===== src/rtl/seg7_scan_display.sv =====
// seg7_scan_display: multiplexed hex 7-segment scanner with frame-synchronous value swap and leading-zero blanking
module seg7_scan_display #(
  parameter int NUM_DIGITS = 8,
  parameter int SCAN_DIV = 100000,
  parameter bit ACTIVE_LOW = 1
) (
  input  logic                    Clock,
  input  logic                    Reset,
  input  logic [4*NUM_DIGITS-1:0] Value,
  input  logic                    Load,
  input  logic                    LzbEn,
  input  logic [NUM_DIGITS-1:0]   BlankMask,
  input  logic [NUM_DIGITS-1:0]   DpMask,
  output logic [6:0]              out7,
  output logic                    dp,
  output logic [NUM_DIGITS-1:0]   en_out,
  output logic                    Pending,
  output logic                    FrameDone
);
  localparam int PW = SCAN_DIV > 1 ? $clog2(SCAN_DIV) : 1;
  localparam int IW = NUM_DIGITS > 1 ? $clog2(NUM_DIGITS) : 1;
  // abcdefg patterns, digit 0 in the least significant 7 bits
  localparam logic [111:0] SEG_LUT = {
    7'b1000111, 7'b1001111, 7'b0111101, 7'b1001110,
    7'b0011111, 7'b1110111, 7'b1111011, 7'b1111111,
    7'b1110000, 7'b1011111, 7'b1011011, 7'b0110011,
    7'b1111001, 7'b1101101, 7'b0110000, 7'b1111110};
  logic [PW-1:0]           presc;
  logic [IW-1:0]           idx;
  logic [4*NUM_DIGITS-1:0] disp, pend_val;
  logic                    tc, wrap, blank, z;
  logic [NUM_DIGITS-1:0]   lz, en_n;
  logic [3:0]              nib;
  logic [6:0]              seg_n;
  logic                    dp_n;
  assign tc = presc == PW'(SCAN_DIV - 1);
  assign wrap = tc && idx == IW'(NUM_DIGITS - 1);
  assign nib = disp[4*idx +: 4];
  // lz[i]: nibbles i..top of the display register are all zero
  always_comb begin
    lz = '0;
    z = 1'b1;
    for (int i = NUM_DIGITS - 1; i >= 0; i--) begin
      z = z && disp[4*i +: 4] == 4'd0;
      lz[i] = z;
    end
  end
  always_comb begin
    blank = BlankMask[idx] || (LzbEn && idx != '0 && lz[idx]);
    en_n = blank ? '0 : NUM_DIGITS'(1) << idx;
    seg_n = blank ? 7'd0 : SEG_LUT[7*nib +: 7];
    dp_n = !blank && DpMask[idx];
  end
  always_ff @(posedge Clock) begin
    if (Reset) begin
      presc <= '0;
      idx <= '0;
      disp <= '0;
      pend_val <= '0;
      Pending <= 1'b0;
      FrameDone <= 1'b0;
      out7 <= {7{ACTIVE_LOW}};
      dp <= ACTIVE_LOW;
      en_out <= {NUM_DIGITS{ACTIVE_LOW}};
    end else begin
      presc <= tc ? '0 : presc + PW'(1);
      idx <= !tc ? idx : wrap ? '0 : idx + IW'(1);
      FrameDone <= wrap;
      out7 <= seg_n ^ {7{ACTIVE_LOW}};
      dp <= dp_n ^ ACTIVE_LOW;
      en_out <= en_n ^ {NUM_DIGITS{ACTIVE_LOW}};
      // a load on the wrap cycle bypasses the pending register entirely
      if (Load && wrap) begin
        disp <= Value;
        Pending <= 1'b0;
      end else if (Load) begin
        pend_val <= Value;
        Pending <= 1'b1;
      end else if (wrap && Pending) begin
        disp <= pend_val;
        Pending <= 1'b0;
      end
    end
  end
endmodule


===== config.mk =====
export PLATFORM = sky130hd
export DESIGN_NAME = seg7_scan_display
export DESIGN_NICKNAME = d
export VERILOG_FILES = /design/src/rtl/seg7_scan_display.sv
export SDC_FILE = /design/constraint.sdc
export NUM_CORES = 1
export LEC_CHECK = 0
export ABC_AREA = 1
export CORE_ASPECT_RATIO = 1.5
export CORE_MARGIN = 1
export CORE_UTILIZATION = 35
export CTS_BUF_LIST = sky130_fd_sc_hd__clkbuf_8
export DETAILED_ROUTE_END_ITERATION = 6
export PLACE_DENSITY = 0.55
export RECOVER_POWER = 50
export SETUP_SLACK_MARGIN = 0.3
export SYNTH_ARGS = -nofsm -noshare
export SYNTH_HDL_FRONTEND = slang
export SYNTH_SLANG_ARGS = --single-unit

===== constraint.sdc =====
create_clock -name Clock -period 2.2 [get_ports Clock]
set_input_delay 0.66 -clock Clock [delete_from_list [all_inputs] [get_ports Clock]]
set_output_delay 0.66 -clock Clock [all_outputs]
set_load 0.01 [all_outputs]

==> key figures, run 1 <==
Run status
  • Status: complete, no violations

Die
  • Full die area: 16600 µm²
  • Core area: 15600 µm²
  • Die span in y: 157 µm
  • Die width: 105 µm
  • Initial core utilization: 0.359
  • Row count: 56
  • # IOs: 70

Routing
  • Via density: 4.59
  • Drt wl/cell: 13.1 µm
  • DR pass1 iterations: 4
  • Total Routed Length: 14400 µm
  • Vias: 5040
  • DRC violations left: 0
  • DRT antenna net count: 0
  • Detailed Route Iter0 Violations: 151

CTS
  • Clock tree from TritonCTS: yes
  • Clock Sink Count: 102
  • CTS clk-pin slew, worst paths: 100 ps
  • Hold_buf cts: 0
  • H-Tree Depth: 3
  • Clock buffer count from CTS: 9
  • CTS root buffer: clkbuf_8
  • Worst skew pair latency: 380 ps
  • Clock Path Buffers: 2

Synth
  • Post-synth cell types: 37
  • Mean Syn Cell Area: 6.94 µm²
  • Mapped Nets: 874
  • Post-Synthesis Cells: 809
  • Mapped Area: 5610 µm²
  • Area contributors post-synth: dfxtp_1 (36%), nand2_1 (16%), inv_1 (6.1%)
  • Sequential area share after synthesis: 0.364
  • Yosys reg bits: 102
  • Yosys top cell area share: 0.364
  • FFs w/ async S/R, synth: 0
  • Cell taking the most area after synthesis: dfxtp_1
  • Ys Warns: 0
  • Post-synth EDFFs: 0
  • Synth Flop Type: dfxtp_1

Min path
  • Hold WC Path Type: reg2reg

STA
  • Max-slew headroom: 0.720
  • Final Slew Violations: 0
  • Fmax achieved: 0.521 GHz
  • Worst slew pin tran: 420 ps
  • Setup TNS: 0 ps
  • Final setup vio count: 0
  • Clock Skew: 15.0 ps
  • RSZ-0062 raised after global routing: no
  • Fin crit share: 0.873
  • Final min period: 1920 ps
  • Final hold vios: 0

Worst setup path
  • Worst EP required: 2480 ps
  • Worst setup SP type: flip-flop
  • WP data arrival: 2200 ps
  • Kind of critical path: reg2reg
  • Crit Path Max Fanout: 10
  • CP endpoint kind: flip-flop

Finish
  • Non-filler cells in the finished layout: 1097
  • Fill count: 1680
  • Antenna Cells: 0
  • Leading cell types in the layout, fill and taps excluded: nand2_1 (240), dfxtp_1 (99), inv_1 (87)
  • Commonest non-fill, non-tap cell in the layout: nand2_1
  • Share of cells above drive strength 1: 0.192
  • Layout Nets: 954
  • P&R area growth vs syn: 23.5%

Pwr
  • PD cells: 502 nW/µm²
  • Reg power frac: 0.555
  • Comb power frac: 0.108
  • Clock power frac: 0.338
  • Sw Share: 0.259
  • Sw Pwr: 0.901 mW
  • Worst vdd ir: 288 µV
  • Pleak: 3.10 nW
  • Cell Int Power: 2.58 mW

Global routing
  • Initial antenna violation count: 0
  • Congestion Overflow GR: 0
  • GRT Util Overall: 0.181
  • Largest net degree at the start of global routing: 44
  • First-pass GRT wire length: 23900 µm
  • Vias in the first global route: 4943

Placement
  • GP Congestion: 0.817
  • DP HPWL: 10200 µm
  • Placed Cells: 1069
  • Port Buffers: 69

Job
  • MaxCap Viol Count: 0
## power by group through the flow
stage / clock network [mW] / registers (mW) / logic, mW
floorplan: 0 / 1.97 / 0.209
finish: 1.17 / 1.93 / 0.374
global placement: 0 / 1.97 / 0.382
global route: 1.31 / 1.94 / 0.420
detailed placement: 0 / 1.97 / 0.384
CTS: 1.22 / 1.93 / 0.384
## state kept, by name, summed over array words and instances (netlist names)
name       count
out7           7
presc         17
Pending        1
dp             1
idx            3
pend_val      32
FrameDone      1
disp          32
en_out         8
## final cells by class
cell class / instances / area [µm²] / area share
multi-input cells: 575 / 2990 / 0.431
flip-flops and latches: 102 / 2050 / 0.295
repair buffers: 103 / 1060 / 0.154
inverters: 97 / 377 / 0.0543
well taps: 203 / 254 / 0.0366
clock buffers: 11 / 151 / 0.0218
clock inverters: 5 / 41.3 / 0.00596
repair inverters: 1 / 7.51 / 0.00108
## per-stage QoR
step / utilization / area [µm²] / setup slack, ps / hold slack, ps / total power, mW
floorplan: - / 5610 / 423 / 413 / 2.18
global placement: 0.418 / 6530 / 98.7 / 430 / 2.35
detailed placement: 0.418 / 6530 / 69.7 / 436 / 2.36
CTS: 0.433 / 6760 / 270 / 452 / 3.54
global route: 0.444 / 6930 / 145 / 482 / 3.67
finish: 0.444 / 6930 / 279 / 459 / 3.48
## critical path, cell delays in order (launching register included)
cell	delay, ps
dfxtp_1	360
ha_1	190
nand2_1	140
nor2_4	150
nand3_4	110
nor2_8	200
buf_6	130
nand3_4	130
clkinv_2	150
buf_6	190
a21oi_2	70
## cell families (layout without fill, tap and decap cells)
family                     Yosys count  after routing  share of synthesized area
and+or+nand+nor                    453            454                      0.369
buffers and inverters              133            217                      0.114
AOI/OAI and AO/OA                  103            103                      0.117
DFF                                102            102                      0.364
adders and majority gates           13             13                     0.0290
xor gates and xnor gates             5              5                    0.00780
## final timing paths
| kind | from | to | slack (ps) | cells past startpoint |
|---|---|---|---|---|
| max | presc[0]$_SDFF_PP0_ | disp[22]$_SDFFE_PP0P_ | 280 | 10 |
| min | presc[0]$_SDFF_PP0_ | presc[0]$_SDFF_PP0_ | 460 | 1 |
| max reg2reg | presc[0]$_SDFF_PP0_ | disp[22]$_SDFFE_PP0P_ | 280 | 10 |
| min reg2reg | presc[0]$_SDFF_PP0_ | presc[0]$_SDFF_PP0_ | 460 | 1 |
## repair_timing
action,4_1_cts,5_1_grt
pin swaps,1,2
endpoints found under the setup margin,83,83
setup buffers,1,5
gates cloned,2,4
resized for setup,17,35
## layer usage
layer	part of all wire	track usage	vias to the layer above
met5	0	0	-
li1	-	-	2690
met3	0.027	0.0257	19
met2	0.53	0.349	80
met4	0.020	0.0557	0
met1	0.43	0.204	2251
## cells in the mapped netlist (3+ instances only)
cell type and count:
nor2_2 31, inv_2 3, clkbuf_1 7, nand2_1 243
nor2_1 66, o211ai_1 5, buf_2 12, ha_1 13
o21ai_0 16, dfxtp_1 102, nand3_4 3, buf_6 15
nor3_1 7, nand4_1 5, o21ai_1 27, or2_2 33
nand3_1 55, a21oi_2 30, inv_1 91, xor2_1 4
a21oi_1 21
Power figures use the tool's default switching activity.
==> inputs of run 2 (changes only) <==
--- a/config.mk
+++ b/config.mk
@@ -6,5 +6,4 @@
 export NUM_CORES = 1
 export LEC_CHECK = 0
-export ABC_AREA = 1
 export CORE_ASPECT_RATIO = 1.5
 export CORE_MARGIN = 1
@@ -12,5 +11,5 @@
 export CTS_BUF_LIST = sky130_fd_sc_hd__clkbuf_8
 export DETAILED_ROUTE_END_ITERATION = 6
-export PLACE_DENSITY = 0.55
+export PLACE_DENSITY = 0.56
 export RECOVER_POWER = 50
 export SETUP_SLACK_MARGIN = 0.3
==> constraint.sdc (replaced) <==
create_clock -name Clock -period 2.2 [get_ports Clock]
set_input_delay 0.66 -clock Clock [delete_from_list [all_inputs] [get_ports Clock]]
set_output_delay 0.66 -clock Clock [all_outputs]
set_load 0.02 [all_outputs]
==> key figures, run 2 <==
Finish
  • Layout Nets: 706 (was 954)
  • Finished Core Util: 0.505 (was 0.444)
  • Antenna Cells: 0 (unchanged)
  • Commonest non-fill, non-tap cell in the layout: dfxtp_1 (was nand2_1)
  • Share of cells above drive strength 1: 0.265 (was 0.192)
  • Leading cell types in the layout, fill and taps excluded: dfxtp_1 (100), nand2_1 (81), nor2_1 (52) (was nand2_1 (240), dfxtp_1 (99), inv_1 (87))
  • P&R area growth vs syn: 41.6% (was 23.5%)
  • Top flop regs: disp: 32 flops, pend_val: 32 flops, presc: 17 flops (unchanged)

Global routing
  • Largest net degree at the start of global routing: 33 (was 44)
  • First-pass GRT wire length: 19700 µm (was 23900 µm)
  • Initial antenna violation count: 0 (unchanged)
  • Vias in the first global route: 4049 (was 4943)
  • GR Util met2: 0.320 (was 0.349)
  • GRT Util Overall: 0.171 (was 0.181)
  • Grt peak-use layer: met2 (unchanged)
  • Met3 usage: 0.0269 (was 0.0257)
  • Congestion Overflow GR: 0 (unchanged)
  • Met1 Use GR: 0.195 (was 0.204)

Worst setup path
  • FF-to-FF path depth: 7 (was 10)
  • Crit path largest cell delay: 540 ps (was 360 ps)
  • Worst reg2reg path endpoint: out7[3]$_SDFF_PP1_ (was disp[22]$_SDFFE_PP0P_)
  • CP endpoint kind: flip-flop (unchanged)
  • Cells along the critical path: buf_6 -> buf_4 -> mux4_2 -> mux2i_4 -> mux2_2 -> mux2i_1 -> nand3_2 (was ha_1 -> nand2_1 -> nor2_4 -> nand3_4 -> nor2_8 -> buf_6 -> nand3_4 -> clkinv_2 -> buf_6 -> a21oi_2)
  • Worst R2R Start: idx[0]$_SDFFE_PP0P_ (was presc[0]$_SDFF_PP0_)
  • R2R setup slack: 60 ps (was 280 ps)
  • Worst setup SP type: flip-flop (unchanged)
  • Worst EP required: 2460 ps (was 2480 ps)
  • Kind of critical path: reg2reg (unchanged)
  • WP data arrival: 2400 ps (was 2200 ps)
  • Crit Path Max Fanout: 5 (was 10)
  • CP max-delay cell: mux4_2 (was dfxtp_1)

CTS
  • Clock Sink Count: 102 (unchanged)
  • Clock buffer count from CTS: 9 (unchanged)
  • Clock Path Buffers: 2 (unchanged)
  • Clock tree from TritonCTS: yes (unchanged)
  • Worst skew pair latency: 370 ps (was 380 ps)
  • CTS clk-pin slew, worst paths: 90 ps (was 100 ps)
  • CTS root buffer: clkbuf_8 (unchanged)
  • H-Tree Depth: 3 (unchanged)

Synth
  • Synth Flop Type: dfxtp_1 (unchanged)
  • Mapped Nets: 605 (was 874)
  • Mapped Area: 4800 µm² (was 5610 µm²)
  • FFs w/ async S/R, synth: 0 (unchanged)
  • Area contributors post-synth: dfxtp_1 (43%), nand2_1 (8.7%), mux4_1 (6.0%) (was dfxtp_1 (36%), nand2_1 (16%), inv_1 (6.1%))
  • Sequential area share after synthesis: 0.426 (was 0.364)
  • Post-synth cell types: 52 (was 37)
  • Ys Warns: 0 (unchanged)
  • Post-Synthesis Cells: 540 (was 809)
  • Cell taking the most area after synthesis: dfxtp_1 (unchanged)
  • Post-synth EDFFs: 0 (unchanged)
  • Mean Syn Cell Area: 8.89 µm² (was 6.94 µm²)
  • Most common cell in the synthesized netlist: nand2_1 (unchanged)
  • Yosys reg bits: 102 (unchanged)
  • Synth cell count leaders: nand2_1 (111), dfxtp_1 (102), nor2_1 (54) (was nand2_1 (243), dfxtp_1 (102), inv_1 (91))
  • Yosys top cell area share: 0.426 (was 0.364)

STA
  • Max-slew headroom: 0.554 (was 0.720)
  • Worst slew pin tran: 669 ps (was 420 ps)
  • WHS: 422 ps (was 459 ps)
  • Fin crit share: 0.974 (was 0.873)
  • Final Slew Violations: 0 (unchanged)
  • RSZ-0062 raised after global routing: yes (was no)
  • Post-route setup slack: 56.7 ps (was 279 ps)
  • Clock Skew: 14.5 ps (was 15.0 ps)
  • Final min period: 2140 ps (was 1920 ps)
  • Fmax achieved: 0.467 GHz (was 0.521 GHz)
  • Final hold vios: 0 (unchanged)
  • Final setup vio count: 0 (unchanged)

Die
  • Full die area: 14200 µm² (was 16600 µm²)
  • Row count: 52 (was 56)
  • Initial core utilization: 0.356 (was 0.359)
  • Die width: 97.6 µm (was 105 µm)
  • Core area: 13500 µm² (was 15600 µm²)
  • # IOs: 70 (unchanged)
  • Die span in y: 145 µm (was 157 µm)

Routing
  • DR pass1 iterations: 6 (was 4)
  • DRT antenna net count: 0 (unchanged)
  • Detailed Route Iter0 Violations: 162 (was 151)
  • Via density: 5.21 (was 4.59)
  • Drt wl/cell: 16.1 µm (was 13.1 µm)
  • Vias: 4212 (was 5040)
  • DRC violations left: 13 (was 0)
  • Total Routed Length: 13000 µm (was 14400 µm)

Placement
  • Port Buffers: 69 (unchanged)
  • GP Congestion: 0.828 (was 0.817)
  • Setup WS pre-CTS: -136 ps (was 69.7 ps)
  • DP HPWL: 8590 µm (was 10200 µm)

Pwr
  • Worst vdd ir: 346 µV (was 288 µV)
  • Pleak: 2.59 nW (was 3.10 nW)
  • PD cells: 508 nW/µm² (was 502 nW/µm²)

Run status
  • Status: finished with violations (was complete, no violations)
  • Failing checks: DRC

Job
  • MaxCap Viol Count: 0 (unchanged)

Min path
  • Worst Hold End: presc[0]$_SDFF_PP0_ (unchanged)
  • HP Start: presc[0]$_SDFF_PP0_ (unchanged)
  • Hold Path Depth: 1 (unchanged)
  • Hold WC Path Type: reg2reg (unchanged)
-- run 2: final cells by class --
class,count,area (µm²)
well taps,162,203
inverters,10,37.5
clock inverters,7,67.6
fillers,1228,6670
multi-input cells,393,3010
repair buffers,125,1310
clock buffers,9,124
flip-flops and latches,102,2050
-- run 2: repair_timing --
| item | 4_1_cts | 5_1_grt |
|---|---|---|
| setup endpoints to repair | 97 | 82 |
| endpoints found under the hold margin | 0 | 0 |
| hold buffers | 0 | 0 |
| pin swaps | 5 | 36 |
| resized for setup | 40 | 120 |
| cloned | 0 | 8 |
| buffers inserted | 7 | 9 |
-- run 2: logic make-up (layout without fill, tap and decap cells) --
group,Yosys count,in the layout,synth area share
AND/OR/NAND/NOR,255,255,0.253
flip-flops,102,102,0.426
AO/OA/AOI/OAI,86,86,0.117
buffers and inverters,45,151,0.0488
multiplexers,23,23,0.0928
XOR/XNOR,16,16,0.0292
adder cells (fa/ha/maj),13,13,0.0339
-- run 2: layer usage --
metal | routed length (µm) | vias to the layer above
met5 | 0 | -
met4 | 245 | 0
met3 | 312 | 15
met2 | 7170 | 70
met1 | 5240 | 2068
li1 | - | 2059
-- run 2: power breakdown --
part	internal, mW	switching, mW	leakage [nW]
registers	1.89	0.0224	0.832
clock network	0.520	0.643	0.102
logic	0.192	0.186	1.66
-- run 2: worst max-delay path: cells and delay by family, from the launching register on --
family                 cells  cell delay [ps]
buffers and inverters      2              250
DFF                        1              400
muxes                      4             1300
and+or+nand+nor            1               90
-- run 2: worst max path at each step --
| stage | from | endpoint | depth (start not counted) |
|---|---|---|---|
| global route | idx[0]$_SDFFE_PP0P_ | out7[3]$_SDFF_PP1_ | 8 |
| finish | idx[0]$_SDFFE_PP0P_ | out7[3]$_SDFF_PP1_ | 7 |
| CTS | idx[0]$_SDFFE_PP0P_ | out7[3]$_SDFF_PP1_ | 8 |
| detailed placement | BlankMask[3] | en_out[5]$_SDFF_PP1_ | 7 |
| global placement | BlankMask[3] | en_out[6]$_SDFF_PP1_ | 7 |
| floorplan | idx[0]$_SDFFE_PP0P_ | out7[3]$_SDFF_PP1_ | 9 |
-- run 2: per-stage QoR --
stage | TNS [ps] | total power [mW] | instance area (µm²) | cells
after floorplan | 0 | 2.10 | 4810 | 540
after global placement | -1270 | 2.28 | 5840 | 768
after global routing | 0 | 3.61 | 6800 | 808
after detailed placement | -2010 | 2.28 | 5840 | 768
after CTS | 0 | 3.44 | 6120 | 791
final | 0 | 3.45 | 6800 | 808
==> inputs of run 3 (changes only) <==
Settings changed: PLACE_DENSITY 0.56 to 0.58.
Clock period 2.2 ns to 1.88 ns, I/O delays scaled along.
==> key figures, run 3 (same netlist as run 2, synthesis figures left out) <==
Worst setup path
  • CP max-delay cell: mux4_2 (unchanged)
  • CP endpoint kind: flip-flop (unchanged)
  • Worst Path Buf+Inv: 2 (unchanged)
  • Worst EP required: 2160 ps (was 2460 ps)
  • WP data arrival: 2380 ps (was 2400 ps)
  • Cells along the critical path: buf_12 -> mux4_2 -> mux2i_4 -> inv_2 -> ha_4 -> mux2_2 -> mux2i_2 -> nand3_2 (was buf_6 -> buf_4 -> mux4_2 -> mux2i_4 -> mux2_2 -> mux2i_1 -> nand3_2)
  • Crit-path leading delay family: multiplexers (unchanged)
  • Worst setup SP type: flip-flop (unchanged)
  • Crit path largest cell delay: 510 ps (was 540 ps)
  • Kind of critical path: reg2reg (unchanged)
  • Crit Path Max Fanout: 6 (was 5)

Routing
  • DR pass1 iterations: 7 (was 6)
  • DRC violations left: 9 (was 13)
  • Drt wl/cell: 16.6 µm (was 16.1 µm)
  • DRT antenna net count: 0 (unchanged)
  • Detailed Route Iter0 Violations: 161 (was 162)
  • Via density: 5.19 (was 5.21)
  • Total Routed Length: 14000 µm (was 13000 µm)
  • Vias: 4374 (was 4212)

CTS
  • H-Tree Depth: 3 (unchanged)
  • Clock Path Buffers: 2 (unchanged)
  • Clock buffer count from CTS: 9 (unchanged)
  • CTS clk-pin slew, worst paths: 100 ps (was 90 ps)
  • Clock Sink Count: 102 (unchanged)
  • CTS root buffer: clkbuf_8 (unchanged)
  • Worst skew pair latency: 390 ps (was 370 ps)
  • Clock tree from TritonCTS: yes (unchanged)

Pwr
  • Sw Share: 0.260 (was 0.247)
  • Comb power frac: 0.116 (was 0.110)
  • Clock power frac: 0.350 (was 0.337)
  • Worst vdd ir: 354 µV (was 346 µV)
  • Pleak: 2.63 nW (was 2.59 nW)
  • Cell Int Power: 3.10 mW (was 2.60 mW)
  • PD cells: 595 nW/µm² (was 508 nW/µm²)
  • Reg power frac: 0.534 (was 0.554)
  • Pwr Total: 4.19 mW (was 3.45 mW)
  • Sw Pwr: 1.09 mW (was 0.851 mW)

Finish
  • Leading cell types in the layout, fill and taps excluded: dfxtp_1 (93), nand2_1 (78), buf_4 (59) (was dfxtp_1 (100), nand2_1 (81), nor2_1 (52))
  • Share of cells above drive strength 1: 0.355 (was 0.265)
  • Commonest non-fill, non-tap cell in the layout: dfxtp_1 (unchanged)
  • Antenna Cells: 0 (unchanged)
  • P&R area growth vs syn: 46.8% (was 41.6%)
  • Top flop regs: disp: 32 flops, pend_val: 32 flops, presc: 17 flops (unchanged)
  • Fin area: 7040 µm² (was 6800 µm²)
  • Layout Nets: 741 (was 706)

STA
  • WHS: 444 ps (was 422 ps)
  • Fmax achieved: 0.477 GHz (was 0.467 GHz)
  • Fin crit share: 1.11 (was 0.974)
  • RSZ-0062 raised after global routing: yes (unchanged)
  • Final hold vios: 0 (unchanged)
  • Worst slew pin tran: 589 ps (was 669 ps)
  • Final Slew Violations: 0 (unchanged)
  • Max-slew headroom: 0.607 (was 0.554)
  • Clock Skew: 11.9 ps (was 14.5 ps)
  • Post-route setup slack: -214 ps (was 56.7 ps)
  • Final min period: 2090 ps (was 2140 ps)
  • Final setup vio count: 81 (was 0)

Die
  • Initial core utilization: 0.356 (unchanged)
  • Full die area: 14200 µm² (unchanged)
  • Die span in y: 145 µm (unchanged)
  • Row count: 52 (unchanged)
  • # IOs: 70 (unchanged)
  • Core area: 13500 µm² (unchanged)
  • Die width: 97.6 µm (unchanged)

Global routing
  • Largest net degree at the start of global routing: 33 (unchanged)
  • Vias in the first global route: 4441 (was 4049)
  • Congestion Overflow GR: 0 (unchanged)
  • GRT Util Overall: 0.202 (was 0.171)
  • First-pass GRT wire length: 22200 µm (was 19700 µm)
  • Initial antenna violation count: 0 (unchanged)

Placement
  • Placed cell area: 6140 µm² (was 5840 µm²)
  • Port Buffers: 69 (unchanged)
  • DP HPWL: 9700 µm (was 8590 µm)
  • GP Congestion: 0.865 (was 0.828)

Run status
  • Failing checks: DRC, setup timing (was DRC)
  • Status: finished with violations (unchanged)

Min path
  • Hold WC Path Type: reg2reg (unchanged)

Job
  • MaxCap Viol Count: 0 (unchanged)
[run 3: layer usage]
metal,track usage,vias to the layer above,routed length [µm]
met2,0.367,73,7590
met1,0.221,2134,5480
met5,0,-,0
li1,-,2134,-
met4,0.0932,0,464
met3,0.0432,33,509
[run 3: final cells by class]
| class | count | area [µm²] |
|---|---|---|
| Clock buffer | 9 | 124 |
| Clock inverter | 7 | 77.6 |
| Fill cell | 1232 | 6420 |
| Inverter | 10 | 40.0 |
| Multi-Input combinational cell | 393 | 2960 |
| Sequential cell | 102 | 2060 |
| Tap cell | 162 | 203 |
| Timing Repair Buffer | 160 | 1580 |
[run 3: power groups by stage]
stage	Combinational, mW	Clock (mW)	Sequential [mW]
final	0.487	1.47	2.24
after global routing	0.523	1.60	2.25
after CTS	0.452	1.50	2.24
after detailed placement	0.397	0	2.29
after global placement	0.388	0	2.29
after floorplan	0.167	0	2.30
[run 3: path summary, 6_finish.rpt]
kind / from / end / slack, ps / depth (start not counted)
worst max-delay path: idx[0]$_SDFFE_PP0P_ / out7[3]$_SDFF_PP1_ / -210 / 8
worst min-delay path: presc[0]$_SDFF_PP0_ / presc[0]$_SDFF_PP0_ / 440 / 1
worst max register to register: idx[0]$_SDFFE_PP0P_ / out7[3]$_SDFF_PP1_ / -210 / 8
worst min register to register: presc[0]$_SDFF_PP0_ / presc[0]$_SDFF_PP0_ / 440 / 1
[run 3: through the flow]
stage | TNS (ps) | utilization | cells | setup slack, ps
final | -13260 | 0.523 | 843 | -214
after global placement | -11920 | 0.456 | 805 | -304
after global routing | -20170 | 0.523 | 843 | -300
after floorplan | -1020 | - | 540 | -272
after detailed placement | -14080 | 0.456 | 805 | -347
after CTS | -6510 | 0.502 | 839 | -201
[run 3: worst reg2reg max path, stage by stage, from the launching register on]
cell,delay [ps]
dfxtp_4,420
buf_12,120
mux4_2,510
mux2i_4,180
inv_2,80
ha_4,160
mux2_2,260
mux2i_2,180
nand3_2,90
[run 3: what timing repair did]
item | in CTS | in global routing
setup endpoints to repair | 103 | 95
hold buffers | 0 | 0
gates cloned | 5 | 1
buffers inserted | 13 | 3
pin swaps | 7 | 14
resized for setup | 111 | 88
